File: config.mk
export PLATFORM = sky130hd
export DESIGN_NAME = i2c_slave_responder_flat
export DESIGN_NICKNAME = d
export VERILOG_FILES = /design/src/rtl/i2c_slave_responder_pkg.sv /design/src/rtl/i2c_slave_responder_if.sv /design/src/rtl/i2c_slave_responder_bus_sync.sv /design/src/rtl/i2c_slave_responder.sv /design/src/flat_wrapper.sv
export SDC_FILE = /design/constraint.sdc
export NUM_CORES = 1
export LEC_CHECK = 0
export BUFFER_PORTS_ARGS = -buffer_cell sky130_fd_sc_hd__buf_4
export CORE_MARGIN = 1.5
export CORE_UTILIZATION = 50
export CTS_CLUSTER_DIAMETER = 120
export DETAILED_ROUTE_END_ITERATION = 8
export PLACE_DENSITY = 0.71
export SYNTH_ARGS = -nofsm -noshare
export SYNTH_HDL_FRONTEND = slang
export SYNTH_HIERARCHICAL = 1
export SYNTH_SLANG_ARGS = --single-unit
File: constraint.sdc
create_clock -name pclk -period 2.85 [get_ports pclk]
set_input_delay 0.285 -clock pclk [delete_from_list [all_inputs] [get_ports pclk]]
set_output_delay 0.285 -clock pclk [all_outputs]
set_load 0.005 [all_outputs]
File: src/rtl/i2c_slave_responder_pkg.sv
`default_nettype none
// ============================================================================
// Module      : i2c_slave_responder_pkg
// Description : Shared types and constants for the I2C target responder:
//               FSM state encoding, ACK/NACK encoding, open-drain enable
//               polarity and bit-counter sizing.
// Revision    : 1.0 - initial release
// ============================================================================
package i2c_slave_responder_pkg;

  // Protocol states of the target FSM
  typedef enum logic [3:0] {
    IDLE           = 4'd0,
    SLAVE_ADDR     = 4'd1,
    SLAVE_ADDR_ACK = 4'd2,
    REG_ADDR       = 4'd3,
    REG_ADDR_ACK   = 4'd4,
    WR_DATA        = 4'd5,
    WR_DATA_ACK    = 4'd6,
    RD_DATA        = 4'd7,
    RD_DATA_ACK    = 4'd8,
    WAIT_STOP      = 4'd9
  } i2c_slave_state_e;

  // Level seen on SDA during the 9th clock
  typedef enum logic {
    POS_ACK = 1'b0,
    NEG_ACK = 1'b1
  } acknowledge_e;

  // sda_oen polarity: ON pulls the line low, OFF releases it
  localparam logic TRISTATE_BUF_ON  = 1'b1;
  localparam logic TRISTATE_BUF_OFF = 1'b0;

  // Bits are counted 0..7 within a byte
  localparam int                     BIT_CNT_WIDTH = 3;
  localparam logic [BIT_CNT_WIDTH-1:0] LAST_BIT    = 3'd7;

endpackage : i2c_slave_responder_pkg
`default_nettype wire

File: src/rtl/i2c_slave_responder_if.sv
`default_nettype none
// ============================================================================
// Module      : i2c_slave_responder_if
// Description : Bundles the I2C pins and the register-access port of the
//               target. The slave modport is the responder's view; the
//               master modport is the view of whoever drives the pins and
//               supplies read data.
// Revision    : 1.0 - initial release
// ============================================================================
interface i2c_slave_responder_if #(
  parameter int REGISTER_ADDRESS_WIDTH = 8,
  parameter int DATA_WIDTH             = 8
);

  logic                              scl_i;
  logic                              sda_i;
  logic                              sda_oen;
  logic                              busy;
  logic                              wr_en;
  logic [REGISTER_ADDRESS_WIDTH-1:0] wr_addr;
  logic [DATA_WIDTH-1:0]             wr_data;
  logic [REGISTER_ADDRESS_WIDTH-1:0] rd_addr;
  logic [DATA_WIDTH-1:0]             rd_data;

  modport slave (
    input  scl_i, sda_i, rd_data,
    output sda_oen, busy, wr_en, wr_addr, wr_data, rd_addr
  );

  modport master (
    output scl_i, sda_i, rd_data,
    input  sda_oen, busy, wr_en, wr_addr, wr_data, rd_addr
  );

endinterface : i2c_slave_responder_if
`default_nettype wire

File: src/rtl/i2c_slave_responder_bus_sync.sv
`default_nettype none
// ============================================================================
// Module      : i2c_bus_sync
// Description : Brings the asynchronous SCL/SDA pins into the pclk domain
//               through a 2-flop synchronizer, keeps one extra history flop
//               per line and decodes SCL edges plus START/STOP conditions.
// Revision    : 1.0 - initial release
// ============================================================================
module i2c_bus_sync (
  input  logic pclk,
  input  logic areset,
  input  logic scl_i,
  input  logic sda_i,
  output logic scl_rise,
  output logic scl_fall,
  output logic start_det,
  output logic stop_det,
  output logic sda_s
);

  logic [1:0] scl_sync_q;
  logic [1:0] sda_sync_q;
  logic       scl_hist_q;
  logic       sda_hist_q;
  logic       w_scl;
  logic       w_sda;

  // Synchronizer and history flops; reset to the idle-bus level (both high)
  // so that leaving reset never fakes an edge or a START.
  always_ff @(posedge pclk or negedge areset) begin
    if (!areset) begin
      scl_sync_q <= 2'b11;
      sda_sync_q <= 2'b11;
      scl_hist_q <= 1'b1;
      sda_hist_q <= 1'b1;
    end else begin
      scl_sync_q <= {scl_sync_q[0], scl_i};
      sda_sync_q <= {sda_sync_q[0], sda_i};
      scl_hist_q <= scl_sync_q[1];
      sda_hist_q <= sda_sync_q[1];
    end
  end

  assign w_scl = scl_sync_q[1];
  assign w_sda = sda_sync_q[1];

  assign sda_s     = w_sda;
  assign scl_rise  =  w_scl & ~scl_hist_q;
  assign scl_fall  = ~w_scl &  scl_hist_q;
  // SDA may only change while SCL is high for START/STOP, so SCL must be
  // high both now and in the previous sample.
  assign start_det = w_scl & scl_hist_q &  sda_hist_q & ~w_sda;
  assign stop_det  = w_scl & scl_hist_q & ~sda_hist_q &  w_sda;

endmodule : i2c_bus_sync
`default_nettype wire

File: src/rtl/i2c_slave_responder.sv
`default_nettype none
// ============================================================================
// Module      : i2c_slave_responder
// Description : I2C target. Decodes START, 7-bit address + R/W, a register
//               address byte and data bytes; issues register write strobes,
//               serves read data from an attached register file and drives
//               ACK/read bits through an open-drain SDA enable.
// Revision    : 1.0 - initial release
// ============================================================================
module i2c_slave_responder
  import i2c_slave_responder_pkg::*;
#(
  parameter int                             SLAVE_ADDRESS_WIDTH    = 7,
  parameter logic [SLAVE_ADDRESS_WIDTH-1:0] SLAVE_ADDRESS          = 7'h68,
  parameter int                             REGISTER_ADDRESS_WIDTH = 8,
  parameter int                             DATA_WIDTH             = 8,
  parameter int                             NO_OF_REG              = 4
) (
  input  logic                 pclk,
  input  logic                 areset,
  i2c_slave_responder_if.slave bus
);

  localparam logic [REGISTER_ADDRESS_WIDTH-1:0] LAST_REG =
    REGISTER_ADDRESS_WIDTH'(NO_OF_REG - 1);

  logic scl_rise;
  logic scl_fall;
  logic start_det;
  logic stop_det;
  logic sda_s;

  i2c_bus_sync u_bus_sync (
    .pclk      (pclk),
    .areset    (areset),
    .scl_i     (bus.scl_i),
    .sda_i     (bus.sda_i),
    .scl_rise  (scl_rise),
    .scl_fall  (scl_fall),
    .start_det (start_det),
    .stop_det  (stop_det),
    .sda_s     (sda_s)
  );

  i2c_slave_state_e                  state_q,   state_d;
  logic [BIT_CNT_WIDTH-1:0]          cnt_q,     cnt_d;
  logic [DATA_WIDTH-1:0]             sh_q,      sh_d;
  logic [REGISTER_ADDRESS_WIDTH-1:0] ptr_q,     ptr_d;
  logic                              rw_q,      rw_d;
  logic                              nine_q,    nine_d;   // 9th SCL rise seen
  acknowledge_e                      ack_q,     ack_d;
  logic                              oen_q,     oen_d;
  logic                              busy_q,    busy_d;
  logic                              wr_en_q,   wr_en_d;
  logic [REGISTER_ADDRESS_WIDTH-1:0] wr_addr_q, wr_addr_d;
  logic [DATA_WIDTH-1:0]             wr_data_q, wr_data_d;

  logic [DATA_WIDTH-1:0]             w_byte;
  logic                              w_last_bit;
  logic                              w_addr_match;
  logic                              w_reg_ok;
  logic [REGISTER_ADDRESS_WIDTH-1:0] w_ptr_next;
  logic                              w_rd_oen;

  // Byte as it stands once the bit being sampled now is shifted in
  assign w_byte       = {sh_q[DATA_WIDTH-2:0], sda_s};
  assign w_last_bit   = (cnt_q == LAST_BIT);
  assign w_addr_match = (w_byte[SLAVE_ADDRESS_WIDTH:1] == SLAVE_ADDRESS);
  assign w_reg_ok     = ({24'd0, w_byte} < 32'(NO_OF_REG));
  assign w_ptr_next   = (ptr_q == LAST_REG) ? '0
                                            : ptr_q + REGISTER_ADDRESS_WIDTH'(1);
  // First read bit comes straight from the register file
  assign w_rd_oen     = bus.rd_data[DATA_WIDTH-1] ? TRISTATE_BUF_OFF
                                                  : TRISTATE_BUF_ON;

  // State and datapath registers
  always_ff @(posedge pclk or negedge areset) begin
    if (!areset) begin
      state_q   <= IDLE;
      cnt_q     <= '0;
      sh_q      <= '0;
      ptr_q     <= '0;
      rw_q      <= 1'b0;
      nine_q    <= 1'b0;
      ack_q     <= NEG_ACK;
      oen_q     <= TRISTATE_BUF_OFF;
      busy_q    <= 1'b0;
      wr_en_q   <= 1'b0;
      wr_addr_q <= '0;
      wr_data_q <= '0;
    end else begin
      state_q   <= state_d;
      cnt_q     <= cnt_d;
      sh_q      <= sh_d;
      ptr_q     <= ptr_d;
      rw_q      <= rw_d;
      nine_q    <= nine_d;
      ack_q     <= ack_d;
      oen_q     <= oen_d;
      busy_q    <= busy_d;
      wr_en_q   <= wr_en_d;
      wr_addr_q <= wr_addr_d;
      wr_data_q <= wr_data_d;
    end
  end

  // Next-state decode; bus conditions take priority over bit processing
  always_comb begin
    state_d = state_q;
    if (start_det) begin
      state_d = SLAVE_ADDR;
    end else if (stop_det) begin
      state_d = IDLE;
    end else begin
      case (state_q)
        SLAVE_ADDR:
          if (scl_rise && w_last_bit)
            state_d = w_addr_match ? SLAVE_ADDR_ACK : WAIT_STOP;
        SLAVE_ADDR_ACK:
          if (scl_fall && nine_q)
            state_d = rw_q ? RD_DATA : REG_ADDR;
        REG_ADDR:
          if (scl_rise && w_last_bit)
            state_d = w_reg_ok ? REG_ADDR_ACK : WAIT_STOP;
        REG_ADDR_ACK:
          if (scl_fall && nine_q) state_d = WR_DATA;
        WR_DATA:
          if (scl_rise && w_last_bit) state_d = WR_DATA_ACK;
        WR_DATA_ACK:
          if (scl_fall && nine_q) state_d = WR_DATA;
        RD_DATA:
          if (scl_rise && w_last_bit) state_d = RD_DATA_ACK;
        RD_DATA_ACK:
          if (scl_fall && nine_q)
            state_d = (ack_q == POS_ACK) ? RD_DATA : WAIT_STOP;
        default: state_d = state_q;
      endcase
    end
  end

  // Datapath and output updates for the current state and bus event
  always_comb begin
    cnt_d     = cnt_q;
    sh_d      = sh_q;
    ptr_d     = ptr_q;
    rw_d      = rw_q;
    nine_d    = nine_q;
    ack_d     = ack_q;
    oen_d     = oen_q;
    busy_d    = busy_q;
    wr_en_d   = 1'b0;
    wr_addr_d = wr_addr_q;
    wr_data_d = wr_data_q;

    if (start_det) begin
      cnt_d  = '0;
      nine_d = 1'b0;
      oen_d  = TRISTATE_BUF_OFF;
      busy_d = 1'b1;
    end else if (stop_det) begin
      cnt_d  = '0;
      nine_d = 1'b0;
      oen_d  = TRISTATE_BUF_OFF;
      busy_d = 1'b0;
    end else begin
      case (state_q)
        SLAVE_ADDR, REG_ADDR, WR_DATA, RD_DATA: begin
          if (scl_rise) begin
            // Counter wraps to 0 after the 8th bit, ready for the next byte
            sh_d   = w_byte;
            cnt_d  = cnt_q + BIT_CNT_WIDTH'(1);
            nine_d = 1'b0;
            if (w_last_bit) begin
              if (state_q == SLAVE_ADDR) rw_d = sda_s;
              if (state_q == REG_ADDR && w_reg_ok)
                ptr_d = w_byte[REGISTER_ADDRESS_WIDTH-1:0];
              if (state_q == WR_DATA) begin
                wr_en_d   = 1'b1;
                wr_addr_d = ptr_q;
                wr_data_d = w_byte;
                ptr_d     = w_ptr_next;
              end
            end
          end
          // While reading, the next bit has moved up into the MSB
          if (scl_fall && state_q == RD_DATA)
            oen_d = sh_q[DATA_WIDTH-1] ? TRISTATE_BUF_OFF : TRISTATE_BUF_ON;
        end

        SLAVE_ADDR_ACK, REG_ADDR_ACK, WR_DATA_ACK: begin
          if (scl_rise) nine_d = 1'b1;
          if (scl_fall) begin
            if (!nine_q) begin
              oen_d = TRISTATE_BUF_ON;
            end else begin
              nine_d = 1'b0;
              if (state_q == SLAVE_ADDR_ACK && rw_q) begin
                sh_d  = bus.rd_data;
                oen_d = w_rd_oen;
              end else begin
                oen_d = TRISTATE_BUF_OFF;
              end
            end
          end
        end

        RD_DATA_ACK: begin
          // Pointer moves on the 9th rise so rd_data is valid at the fall
          if (scl_rise) begin
            nine_d = 1'b1;
            ack_d  = sda_s ? NEG_ACK : POS_ACK;
            if (!sda_s) ptr_d = w_ptr_next;
          end
          if (scl_fall) begin
            if (!nine_q) begin
              oen_d = TRISTATE_BUF_OFF;
            end else begin
              nine_d = 1'b0;
              if (ack_q == POS_ACK) begin
                sh_d  = bus.rd_data;
                oen_d = w_rd_oen;
              end else begin
                oen_d = TRISTATE_BUF_OFF;
              end
            end
          end
        end

        default: oen_d = TRISTATE_BUF_OFF;
      endcase
    end
  end

  assign bus.sda_oen = oen_q;
  assign bus.busy    = busy_q;
  assign bus.wr_en   = wr_en_q;
  assign bus.wr_addr = wr_addr_q;
  assign bus.wr_data = wr_data_q;
  assign bus.rd_addr = ptr_q;

endmodule : i2c_slave_responder
`default_nettype wire

File: src/flat_wrapper.sv
// flat-port wrapper written by rule: the top's interface ports become plain ports
module i2c_slave_responder_flat import i2c_slave_responder_pkg::*;
#(
  parameter int                             SLAVE_ADDRESS_WIDTH    = 7,
  parameter logic [SLAVE_ADDRESS_WIDTH-1:0] SLAVE_ADDRESS          = 7'h68,
  parameter int                             REGISTER_ADDRESS_WIDTH = 8,
  parameter int                             DATA_WIDTH             = 8,
  parameter int                             NO_OF_REG              = 4
)
  (pclk, areset, bus_scl_i, bus_sda_i, bus_rd_data, bus_sda_oen, bus_busy, bus_wr_en, bus_wr_addr, bus_wr_data, bus_rd_addr);
  i2c_slave_responder_if #(.REGISTER_ADDRESS_WIDTH(REGISTER_ADDRESS_WIDTH), .DATA_WIDTH(DATA_WIDTH)) bus_i ();
  input  logic pclk;
  input  logic areset;
  input wire logic [$bits(bus_i.scl_i)-1:0] bus_scl_i;
  input wire logic [$bits(bus_i.sda_i)-1:0] bus_sda_i;
  input wire logic [$bits(bus_i.rd_data)-1:0] bus_rd_data;
  output wire logic [$bits(bus_i.sda_oen)-1:0] bus_sda_oen;
  output wire logic [$bits(bus_i.busy)-1:0] bus_busy;
  output wire logic [$bits(bus_i.wr_en)-1:0] bus_wr_en;
  output wire logic [$bits(bus_i.wr_addr)-1:0] bus_wr_addr;
  output wire logic [$bits(bus_i.wr_data)-1:0] bus_wr_data;
  output wire logic [$bits(bus_i.rd_addr)-1:0] bus_rd_addr;
  assign bus_i.scl_i = bus_scl_i;
  assign bus_i.sda_i = bus_sda_i;
  assign bus_i.rd_data = bus_rd_data;
  assign bus_sda_oen = bus_i.sda_oen;
  assign bus_busy = bus_i.busy;
  assign bus_wr_en = bus_i.wr_en;
  assign bus_wr_addr = bus_i.wr_addr;
  assign bus_wr_data = bus_i.wr_data;
  assign bus_rd_addr = bus_i.rd_addr;
  i2c_slave_responder #(.SLAVE_ADDRESS_WIDTH(SLAVE_ADDRESS_WIDTH), .SLAVE_ADDRESS(SLAVE_ADDRESS), .REGISTER_ADDRESS_WIDTH(REGISTER_ADDRESS_WIDTH), .DATA_WIDTH(DATA_WIDTH), .NO_OF_REG(NO_OF_REG)) u_core (.pclk(pclk), .areset(areset), .bus(bus_i));
endmodule
# After elaboration in Yosys (flattened, before gate mapping)
# Index checks and enable logic that the tools add are counted.
# W data, S select, Z words.
# totals
register_bits	51
latchBits	0
ram_bits	0
rom_bits	0
output_inout_bits	27
elab_cells	152
memories	0
# classes
addsub	2
multipliers	0
div	0
order_cmp	1
n_eq_ne	33
shift	0
n_mux	62
bitwise	13
n_reduce_logical	25
# op_table
cell	n
$mux W8	14
$mux W4	12
$ne A4 B1 Y1 const B	11
$pmux W4 S7	1
$mux W1	26
$pmux W8 S3	1
$eq A4 B3 Y1 const B	4
$ne A2 B1 Y1 const B	8
$pmux W8 S2	1
$reduce_and A8 Y1	2
$mux W3	5
$reduce_and A6 Y1	2
$reduce_and A10 Y1	1
$reduce_bool A3 Y1	3
$reduce_bool A9 Y1	1
$add A8 B1 Y8 const B	1
$eq A4 B2 Y1 const B	2
$eq A8 B2 Y1 const B	1
$lt A8 B3 Y1 const B	1
$reduce_or A4 Y1	2
$and A1 B1 Y1	7
$eq A7 B7 Y1 const B	1
$not A1 Y1	6
$logic_and A1 B1 Y1	5
15 further kinds	18

# Depth between registers and ports, before layout
# Gate-level depths: netlist (run 1).
# depth
word_depth	8
mapped_depth	8
ltp_nobuf	7

# Modules after synthesis
# The synthesis (run 1) kept the hierarchy.
# modules_own_cells
module	instances	cells_each	area_each_um2	seq_area_each_um2
i2c_slave_responder	1	241	2458.6	1127.3
i2c_bus_sync	1	10	190.2	157.7

# Least setup slack after synthesis (run 1)
# No wires, ideal clock.
# synth_timing
path_kind	register -> register
start	reg u_core.u_bus_sync.sda_sync_q[1]
end	reg u_core.wr_addr_q[5] (netlist: u_core/bus.wr_addr[5])
setup_time_ps	128
arrival_time_ps	2061
t_required_ps	2722
slack_ps	661
stages_incl_launch_ff	8
cell_sequence	dfstp_2 and4b_1 or2_1 clkbuf_1 nor3_1 nand3_1 clkbuf_1 mux2_1
# synth_via
elab_chain_len	4
word_cells_on_any_way	6
cone_classes	bitwise (5); reduce/logical (1)
# synth_lines
element	line	rtl
start, declared	i2c_slave_responder_bus_sync.sv:22	logic [1:0] sda_sync_q;
start signal, assigned	i2c_slave_responder_bus_sync.sv:38	sda_sync_q <= {sda_sync_q[0], sda_i};
$not A1 Y1	i2c_slave_responder_bus_sync.sv:52	assign start_det = w_scl & scl_hist_q & sda_hist_q & ~w_sda;
$and A1 B1 Y1	i2c_slave_responder_bus_sync.sv:52	
$not A1 Y1 (no line)	-	
$reduce_and A6 Y1 (no line) *	-	
end signal, assigned	i2c_slave_responder.sv:102	wr_addr_q <= wr_addr_d;
end, declared	i2c_slave_responder.sv:55	logic [REGISTER_ADDRESS_WIDTH-1:0] wr_addr_q, wr_addr_d;
# Every way passes the cells marked *; elsewhere a longest branch is shown, timed or not.
# A chain may end at the register's enable or synchronous reset.

# Final worst setup path (run 1)
# Ends and elaborated chain as after synthesis.

==> results of run 1 <==
## layout make-up
type | instances | area (um^2) | share of cell area
Timing Repair Buffer | 44 | 330 | 0.106
Tap cell | 70 | 87.6 | 0.0282
Clock buffer | 6 | 82.6 | 0.0266
Inverter | 12 | 45.0 | 0.0145
Clock inverter | 2 | 16.3 | 0.00523
Sequential cell | 51 | 1280 | 0.413
Multi-Input combinational cell | 176 | 1260 | 0.406
## stage by stage
| step | worst slack (ps) | hold WS, ps | std cells |
|---|---|---|---|
| after floorplan | 661 | -10.6 | 251 |
| after global placement | 583 | 346 | 353 |
| after detailed placement | 529 | 347 | 353 |
| after CTS | 509 | 14.7 | 361 |
| after global routing | 353 | 35.0 | 361 |
| final | 520 | -12.3 | 361 |
## placed cells by master (no fill, tap or decap), types with 2 or more instances in the layout
cell type and n:
buf_4 44, dfrtp_1 44, mux2_2 25, nand2_1 19, o21ai_0 16, a21oi_1 13, inv_1 12, nor2_1 11
nor3_1 10, nand2b_1 7, nand3_1 7, dfstp_2 7, clkbuf_8 6, mux2_1 5, o21a_1 4, o21ai_1 4
a21o_1 3, nor2b_1 3, and3_1 3, ha_1 3, o22ai_1 2, o31ai_1 2, a211oi_1 2, and2_1 2
a31oi_1 2, a22oi_1 2, and4b_1 2
## how the worst max path moves through the flow
stage                                               start  cells after the start  slack (ps)               endpoint
after detailed placement  u_core/u_bus_sync/sda_sync_q[1]                      6         530  u_core/bus.wr_addr[5]
after floorplan           u_core/u_bus_sync/sda_sync_q[1]                      7         660  u_core/bus.wr_addr[5]
after global placement    u_core/u_bus_sync/sda_sync_q[1]                      6         580  u_core/bus.wr_data[4]
final                     u_core/u_bus_sync/sda_sync_q[1]                      6         520  u_core/bus.wr_addr[5]
after CTS                 u_core/u_bus_sync/sda_sync_q[1]                      6         510  u_core/bus.wr_addr[5]
after global routing      u_core/u_bus_sync/sda_sync_q[1]                      6         350  u_core/bus.wr_addr[5]
## logic make-up after synthesis
group	Yosys count	synth area share
mux	31	0.131
buf+inv	24	0.0387
fa+ha+maj	3	0.0142
simple gates	76	0.163
flops	51	0.485
compound gates	65	0.165
xor+xnor	1	0.00331
## state kept, by name, summed over array words and instances, names as in the netlist, 2 cells and up
signal,cells
u_core/bus.rd_addr,8
u_core/bus.wr_addr,8
u_core/bus.wr_data,8
u_core/state_q,4
u_core/u_bus_sync/sda_sync_q,2
u_core/sh_q,8
u_core/cnt_q,3
u_core/u_bus_sync/scl_sync_q,2
## critical path, stage by stage, from the launching register on
cell	delay, ps
dfstp_2	620
and4b_1	250
or2_1	360
nor3_1	280
nand3_1	100
buf_4	250
mux2_1	350
## metal layers
metal | GRT usage | share of wire | vias to the layer above
li1 | - | - | 986
met5 | 0 | 0 | -
met3 | 0.0503 | 0.054 | 13
met1 | 0.330 | 0.49 | 1030
met2 | 0.298 | 0.43 | 75
met4 | 0.0754 | 0.019 | 0
## power by group through the flow
stage	Combinational [mW]	Clock (mW)	Sequential, mW
final	1.28	0.449	1.18
after global routing	1.41	0.487	1.21
after CTS	1.26	0.456	1.17
after detailed placement	1.25	0	1.19
after global placement	1.25	0	1.19
after floorplan	1.02	0	1.06
==> run summary, run 1 <==
R2R depth = 6
Synth Warn # = 6
Fin area = 3110 um^2
Buffers on Ports = 38
Die area = 5740 um^2
Commonest cells in the synthesized netlist = 44 x dfrtp_1, 25 x mux2_2, 19 x nand2_1
Num rows = 26
Post-DR wirelength/cell = 15.8 um
Failing checks = negative hold slack
First-pass GRT wire length = 9.27 mm
Hold WC Path Type = in2async
Insertion delay of the later-clocked pin in the worst-skew pair = 310 ps
Initial antenna violation count = 0
# diodes = 0
Worst Max-Slew Pin Slew = 631 ps
Post-Syn Area = 2650 um^2
Worst Clk Skew = 7.97 ps
I/O pin count = 39
Vias in the first global route = 1885
Crit-path max FO = 21
Nets = 305
TNS Setup = 0 ps
Layout cell share with drive strength beyond 1 = 0.320
Crit. End Element = register
CTS tree = done
Peak clock frequency supported by timing = 0.429 GHz
Flop pwr share = 0.406
Most used flip-flop cell after synthesis = dfrtp_1
Worst r2r src = u_core/u_bus_sync/sda_sync_q[1]
Clock network fraction of total power = 0.154
H-Tree Depth = 2
Total Routed Length = 5.70 mm
Mapped Avg Cell Area = 10.6 um^2
Switching share of power = 0.406
Drt via density = 5.83
Buffer count from post-CTS setup fixing = 0
Peak supply drop = 542 uV
Synth async-reset ratio = 1.00
Synth Instances = 251
GRT Util Overall = 0.216
Vias = 2104
Status = complete, but fails checks
Final HPWL DP = 3.95 mm
Final design utilization = 0.609
Max Slew Vio Count = 0
# hold bufs at CTS = 0
Starting Density = 0.519
Clk sink count = 51
Number of synthesized flops with an enable pin = 0
Chip Width = 75.8 um
Drc violations = 0
Max-slew headroom at the worst pin = 0.579
Sw power = 1.18 mW
Die H = 75.8 um
Synthesis-stage register bit count = 51
Period utilisation layout = 0.818
CP startpoint kind = register
Cell taking the most area after synthesis = dfrtp_1
CTS clk-pin slew, worst paths = 100 ps
Core area = 5110 um^2
Minimum clock period = 2330 ps
Slack of the worst reg-to-reg path = 520 ps
Sequential area share after synthesis = 0.485
Kind of critical path = reg2reg
Worst hold slack = -12.3 ps
RSZ-0062 raised after global routing = no
PostCTS Resize Cnt = 0
Clk root buf = clkbuf_8
Synth Net Count = 266
Post-synth top area share = 0.416
Pin count of the biggest net entering global routing = 52
Filler cell count = 456
Combinational Power Share = 0.439
First DRT Iteration DRCs = 311
Netlist cell types = 58
MaxCap Viol Count = 0
Internal Power = 1.73 mW
Leakage power total = 1.43 nW
Final hold violations = 21
Power consumption = 2.91 mW
CTS max path bufs = 2
First drt pass iteration count = 5
Final setup violation count = 0
Worst R2R End = u_core/bus.wr_addr[5]
Worst endpoint required time = 3040 ps
Remaining global-route overflow = 0
Most common cell in the netlist = dfrtp_1
Power per cell area = 935 nW/um^2
Dpl cell area = 3010 um^2
Antenna-violating nets left = 0
CTS Buf Count = 5
Routability congestion estimate = 0.895
CP arrival = 2520 ps
Largest cells by area after synthesis = dfrtp_1 42%, mux2_2 11%, dfstp_2 6.9%
Layout area overhead = 17.3%
(Power assumes the default switching activity.)
==> run 2: changes to the inputs <==
PLACE_DENSITY = 0.74   (was 0.71)
clock period = 2.1 ns   (was 2.85 ns; I/O delays follow)
==> run 2 against run 1 <==
Effect of this change:
- the run now ends clean
- hold slack improved by 280 ps
- register-to-register slack worse by 460 ps
- combinational power up 66%
- largest cell class is now multi-input combinational cells
- highest routed layer unchanged
- total power rose by 45%
- via count increased by 2.7%
- first-iteration DRC count fell by 62%
- critical path depth is 1 lower
- sequential power up 28%
==> run summary, run 2 (synthesis results as in run 1) <==
Routability congestion estimate = 0.879
MaxCap Viol Count = 0
Commonest cells after routing, fill and taps aside = 61 x buf_4, 43 x dfrtp_1, 25 x mux2_2
Layout cell share with drive strength beyond 1 = 0.375
Place WS = -2.31 ps
Nets = 326
Core area = 5110 um^2
CP startpoint kind = register
Fin area = 3320 um^2
CTS tree = done
Final non-filler cell total = 382
Clk sink count = 51
Antenna-violating nets left = 0
Kind of critical path = reg2reg
Worst Max-Slew Pin Slew = 624 ps
Final HPWL DP = 4.41 mm
Power consumption = 4.22 mW
Max Slew Vio Count = 0
Die area = 5740 um^2
Crit. End Element = register
Most common cell after layout, fill and taps aside = buf_4
GRT Util Overall = 0.229
Pin count of the biggest net entering global routing = 52
CTS Buf Count = 5
Filler cell count = 444
Setup ws final = 60.0 ps
Final hold violations = 0
Vias in the first global route = 1982
Total Routed Length = 6.17 mm
Num rows = 26
First drt pass iteration count = 5
Hold WC Path Type = in2reg
Worst endpoint required time = 2300 ps
Vias = 2161
Final setup violation count = 0
Drt via density = 5.66
Peak clock frequency supported by timing = 0.490 GHz
Status = finished clean
I/O pin count = 39
Insertion delay of the later-clocked pin in the worst-skew pair = 310 ps
Layout area overhead = 25.2%
CTS max path bufs = 2
Crit-path max FO = 4
Die H = 75.8 um
Power per cell area = 1270 nW/um^2
Drc violations = 0
CTS clk-pin slew, worst paths = 100 ps
TNS Setup = 0 ps
# diodes = 0
Slack of the worst reg-to-reg path = 60 ps
First DRT Iteration DRCs = 119
Clk root buf = clkbuf_8
Period utilisation layout = 0.971
Peak supply drop = 753 uV
Worst Clk Skew = 12.0 ps
H-Tree Depth = 2
CP arrival = 2240 ps
Max-slew headroom at the worst pin = 0.584
First-pass GRT wire length = 9.82 mm
Leakage power total = 1.54 nW
Post-DR wirelength/cell = 16.1 um
Chip Width = 75.8 um
Starting Density = 0.519
Minimum clock period = 2040 ps
Dpl cells = 371
Initial antenna violation count = 0
Dpl cell area = 3160 um^2
Buffers on Ports = 38
Remaining global-route overflow = 0
-- run 2: worst paths after layout --
path                                                      start                              end  depth (start not counted)
min in group asynchronous                                areset            u_core/bus.wr_data[7]                          2
worst max register to register                   u_core/sh_q[4]                u_core/state_q[0]                          5
max in group asynchronous                                areset                u_core/state_q[2]                          2
worst max-delay path                             u_core/sh_q[4]                u_core/state_q[0]                          5
worst min-delay path                             bus_rd_data[0]                   u_core/sh_q[0]                          3
worst min register to register  u_core/u_bus_sync/scl_sync_q[0]  u_core/u_bus_sync/scl_sync_q[1]                          0
-- run 2: final cells by class --
cell class	count	area, um^2	area share
clock buffers	5	68.8	0.0208
clock inverters	3	18.8	0.00566
inverters	12	45.0	0.0136
multi-input cells	176	1300	0.392
flip-flops and latches	51	1290	0.388
well taps	70	87.6	0.0264
repair buffers	65	508	0.153
-- run 2: power breakdown --
| part | internal (mW) | total [mW] | switching [mW] | leakage [nW] |
|---|---|---|---|---|
| sequential | 1.23 | 1.51 | 0.280 | 0.650 |
| clock | 0.236 | 0.575 | 0.339 | 0.0483 |
| combinational | 1.05 | 2.13 | 1.08 | 0.840 |
| total | 2.52 | 4.22 | 1.70 | 1.54 |
-- run 2: critical path, stage by stage, from the launching register on --
cell and delay [ps]:
dfrtp_1 420, or3_4 420, or4b_4 560, nor3_4 150, a211oi_1 80, a211o_1 310
-- run 2: layer usage --
| metal | up-vias | wire, um | track usage | part of all wire |
|---|---|---|---|---|
| met2 | 73 | 2940 | 0.342 | 0.48 |
| li1 | 1026 | - | - | - |
| met3 | 11 | 339 | 0.0556 | 0.055 |
| met1 | 1051 | 2800 | 0.326 | 0.45 |
| met5 | - | 0 | 0 | 0 |
| met4 | 0 | 91 | 0.0813 | 0.015 |
-- run 2: through the flow --
step / hold WS (ps) / util
2_1_floorplan: -85.6 / -
3_3_place_gp: 273 / 0.619
3_5_place_dp: 279 / 0.619
4_1_cts: 2.22 / 0.639
5_1_grt: 261 / 0.649
6_report: 265 / 0.649
-- run 2: timing repair --
| item | in CTS | in global routing |
|---|---|---|
| endpoints found under the hold margin | 44 | 2 |
| hold buffers | 1 | 2 |
| endpoints found under the setup margin | 1 | 13 |
| resized for setup | 1 | 8 |
| pin swaps | 0 | 0 |
| setup buffers | 0 | 0 |
==> run 3: changes to the inputs <==
ABC_AREA = 1   (was unset)
==> run 3 against run 2 <==
Effect of this change:
- wire length shrank 1.8%
- clock-buffer cell count grew 1
- sequential share of layout area grew 1.9 points
- critical path depth grew 5
- utilization shrank 3.5 points
==> run summary, run 3 <==
Buffers on Ports = 38
Slack of the worst reg-to-reg path = 190 ps
Switching share of power = 0.461
Global routing usage on met1 = 0.321
First-pass GRT wire length = 10.3 mm
First drt pass iteration count = 6
Worst hold slack = 227 ps
Drc violations = 0
Routability congestion estimate = 1.07
Synth Instances = 361
Peak clock frequency supported by timing = 0.523 GHz
Chip Width = 76.1 um
Commonest cells in the synthesized netlist = 131 x nand2_1, 44 x dfrtp_1, 39 x inv_1
RSZ-0062 raised after global routing = no
Layout cell share with drive strength beyond 1 = 0.170
CTS max path bufs = 2
Sequential area share after synthesis = 0.481
Dpl cell area = 3030 um^2
Pin count of the biggest net entering global routing = 52
Status = finished clean
Worst Clk Skew = 8.44 ps
Max Slew Vio Count = 0
Nets = 421
CTS tree = done
Kind of critical path = reg2reg
Dpl cells = 466
Worst endpoint required time = 2300 ps
Clk root buf = clkbuf_8
Synth Net Count = 376
Fin area = 3160 um^2
Combinational Power Share = 0.485
Die area = 5790 um^2
Crit. End Element = register
Initial antenna violation count = 0
Power per cell area = 1240 nW/um^2
Largest cells by area after synthesis = dfrtp_1 41%, nand2_1 18%, dfstp_2 6.9%
Hold WC Path Type = in2reg
Setup ws final = 187 ps
Synth async-reset ratio = 1.00
Leakage power total = 1.69 nW
Most common cell in the netlist = nand2_1
Met3 Usage GRT = 0.0359
H-Tree Depth = 2
Vias = 2501
Clk sink count = 51
Peak supply drop = 594 uV
I/O pin count = 39
Synthesis-stage register bit count = 51
Layout area overhead = 18.2%
Worst Max-Slew Pin Slew = 635 ps
GRT Util Overall = 0.220
Internal Power = 2.11 mW
Final design utilization = 0.614
Mapped Avg Cell Area = 7.40 um^2
Power consumption = 3.92 mW
MaxCap Viol Count = 0
Routing usage on met2 = 0.337
Vias in the first global route = 2220
Number of synthesized flops with an enable pin = 0
Total Routed Length = 6.05 mm
Starting Density = 0.520
TNS Setup = 0 ps
CTS clk-pin slew, worst paths = 90 ps
Filler cell count = 498
Core area = 5140 um^2
Sw power = 1.81 mW
CP arrival = 2110 ps
Minimum clock period = 1910 ps
# diodes = 0
GR peak layer = met2
Most common cell after layout, fill and taps aside = nand2_1
First DRT Iteration DRCs = 206
Place WS = 133 ps
Synth Warn # = 6
Num rows = 26
Die H = 76.1 um
Final hold violations = 0
Remaining global-route overflow = 0
Commonest cells after routing, fill and taps aside = 131 x nand2_1, 44 x dfrtp_1, 40 x buf_4
Netlist cell types = 27
Clock network fraction of total power = 0.142
Max-slew headroom at the worst pin = 0.577
Final non-filler cell total = 477
Post-Syn Area = 2670 um^2
Antenna-violating nets left = 0
Insertion delay of the later-clocked pin in the worst-skew pair = 300 ps
Post-synth top area share = 0.412
Final HPWL DP = 4.42 mm
Cell taking the most area after synthesis = dfrtp_1
Crit-path max FO = 30
Flop pwr share = 0.373
Most used flip-flop cell after synthesis = dfrtp_1
Period utilisation layout = 0.911
Final setup violation count = 0
CTS Buf Count = 5
Drt via density = 5.24
CP startpoint kind = register
Post-DR wirelength/cell = 12.7 um
run 3: changes by cell type after synthesis, moves of 5 or more:
cell and delta:
mux2_2 -25, nor2_1 +23, nor3_1 -9, nand2b_1 -7, mux2_1 -5, a21oi_1 -5
inv_1 +27, nand2_1 +112, nand3_1 +19, o21ai_0 +20
run 3: power groups by stage:
stage | combinational, mW | clock [mW] | sequential (mW)
2_1_floorplan | 1.40 | 0 | 1.43
3_5_place_dp | 1.87 | 0 | 1.48
4_1_cts | 1.88 | 0.575 | 1.46
3_3_place_gp | 1.86 | 0 | 1.48
5_1_grt | 2.17 | 0.612 | 1.51
6_report | 1.90 | 0.556 | 1.46
run 3: final timing paths:
check                                                start                         endpoint  cells past startpoint
hold reg to reg            u_core/u_bus_sync/sda_sync_q[0]  u_core/u_bus_sync/sda_sync_q[1]                      0
max in group asynchronous                           areset            u_core/bus.rd_addr[5]                      2
setup reg to reg           u_core/u_bus_sync/scl_sync_q[1]            u_core/bus.wr_addr[3]                     10
hold / removal                              bus_rd_data[7]               u_core/bus.sda_oen                      4
setup / recovery           u_core/u_bus_sync/scl_sync_q[1]            u_core/bus.wr_addr[3]                     10
min in group asynchronous                           areset            u_core/bus.wr_data[2]                      2
run 3: kinds of logic (layout without fill, tap and decap cells):
family,after synthesis,count (layout),synth area share
compound gates,52,52,0.106
simple gates,207,207,0.324
flops,51,51,0.481
buf+inv,46,92,0.0684
xor+xnor,2,2,0.00656
fa+ha+maj,3,3,0.0141
run 3: worst max-delay path, stage by stage, from the launching register on:
cell and delay [ps]:
dfstp_2 560, nand2_1 70, nor2_1 250, nor2_4 90, inv_1 140, nor2_1 90
nand2_1 70, buf_4 270, inv_1 140, nand2_1 80, nand2_1 40
run 3: timing repair:
item                       in CTS  in global routing
hold endpoints to repair       44                  2
setup endpoints to repair       0                 24
resized for setup               0                  2
buffers inserted                0                  0
hold buffers                    1                  2
run 3: routing by layer:
layer | part of all wire | vias up
met2 | 0.46 | 81
met3 | 0.058 | 10
met5 | 0 | -
met4 | 0.012 | 0
li1 | - | 1235
met1 | 0.47 | 1175
run 3: final cells by class:
type | count | area [um^2] | area share
Timing Repair Buffer | 43 | 330 | 0.105
Clock buffer | 6 | 72.6 | 0.0230
Clock inverter | 2 | 12.5 | 0.00396
Inverter | 41 | 154 | 0.0487
Tap cell | 70 | 87.6 | 0.0277
Multi-Input combinational cell | 264 | 1220 | 0.385
Sequential cell | 51 | 1280 | 0.407
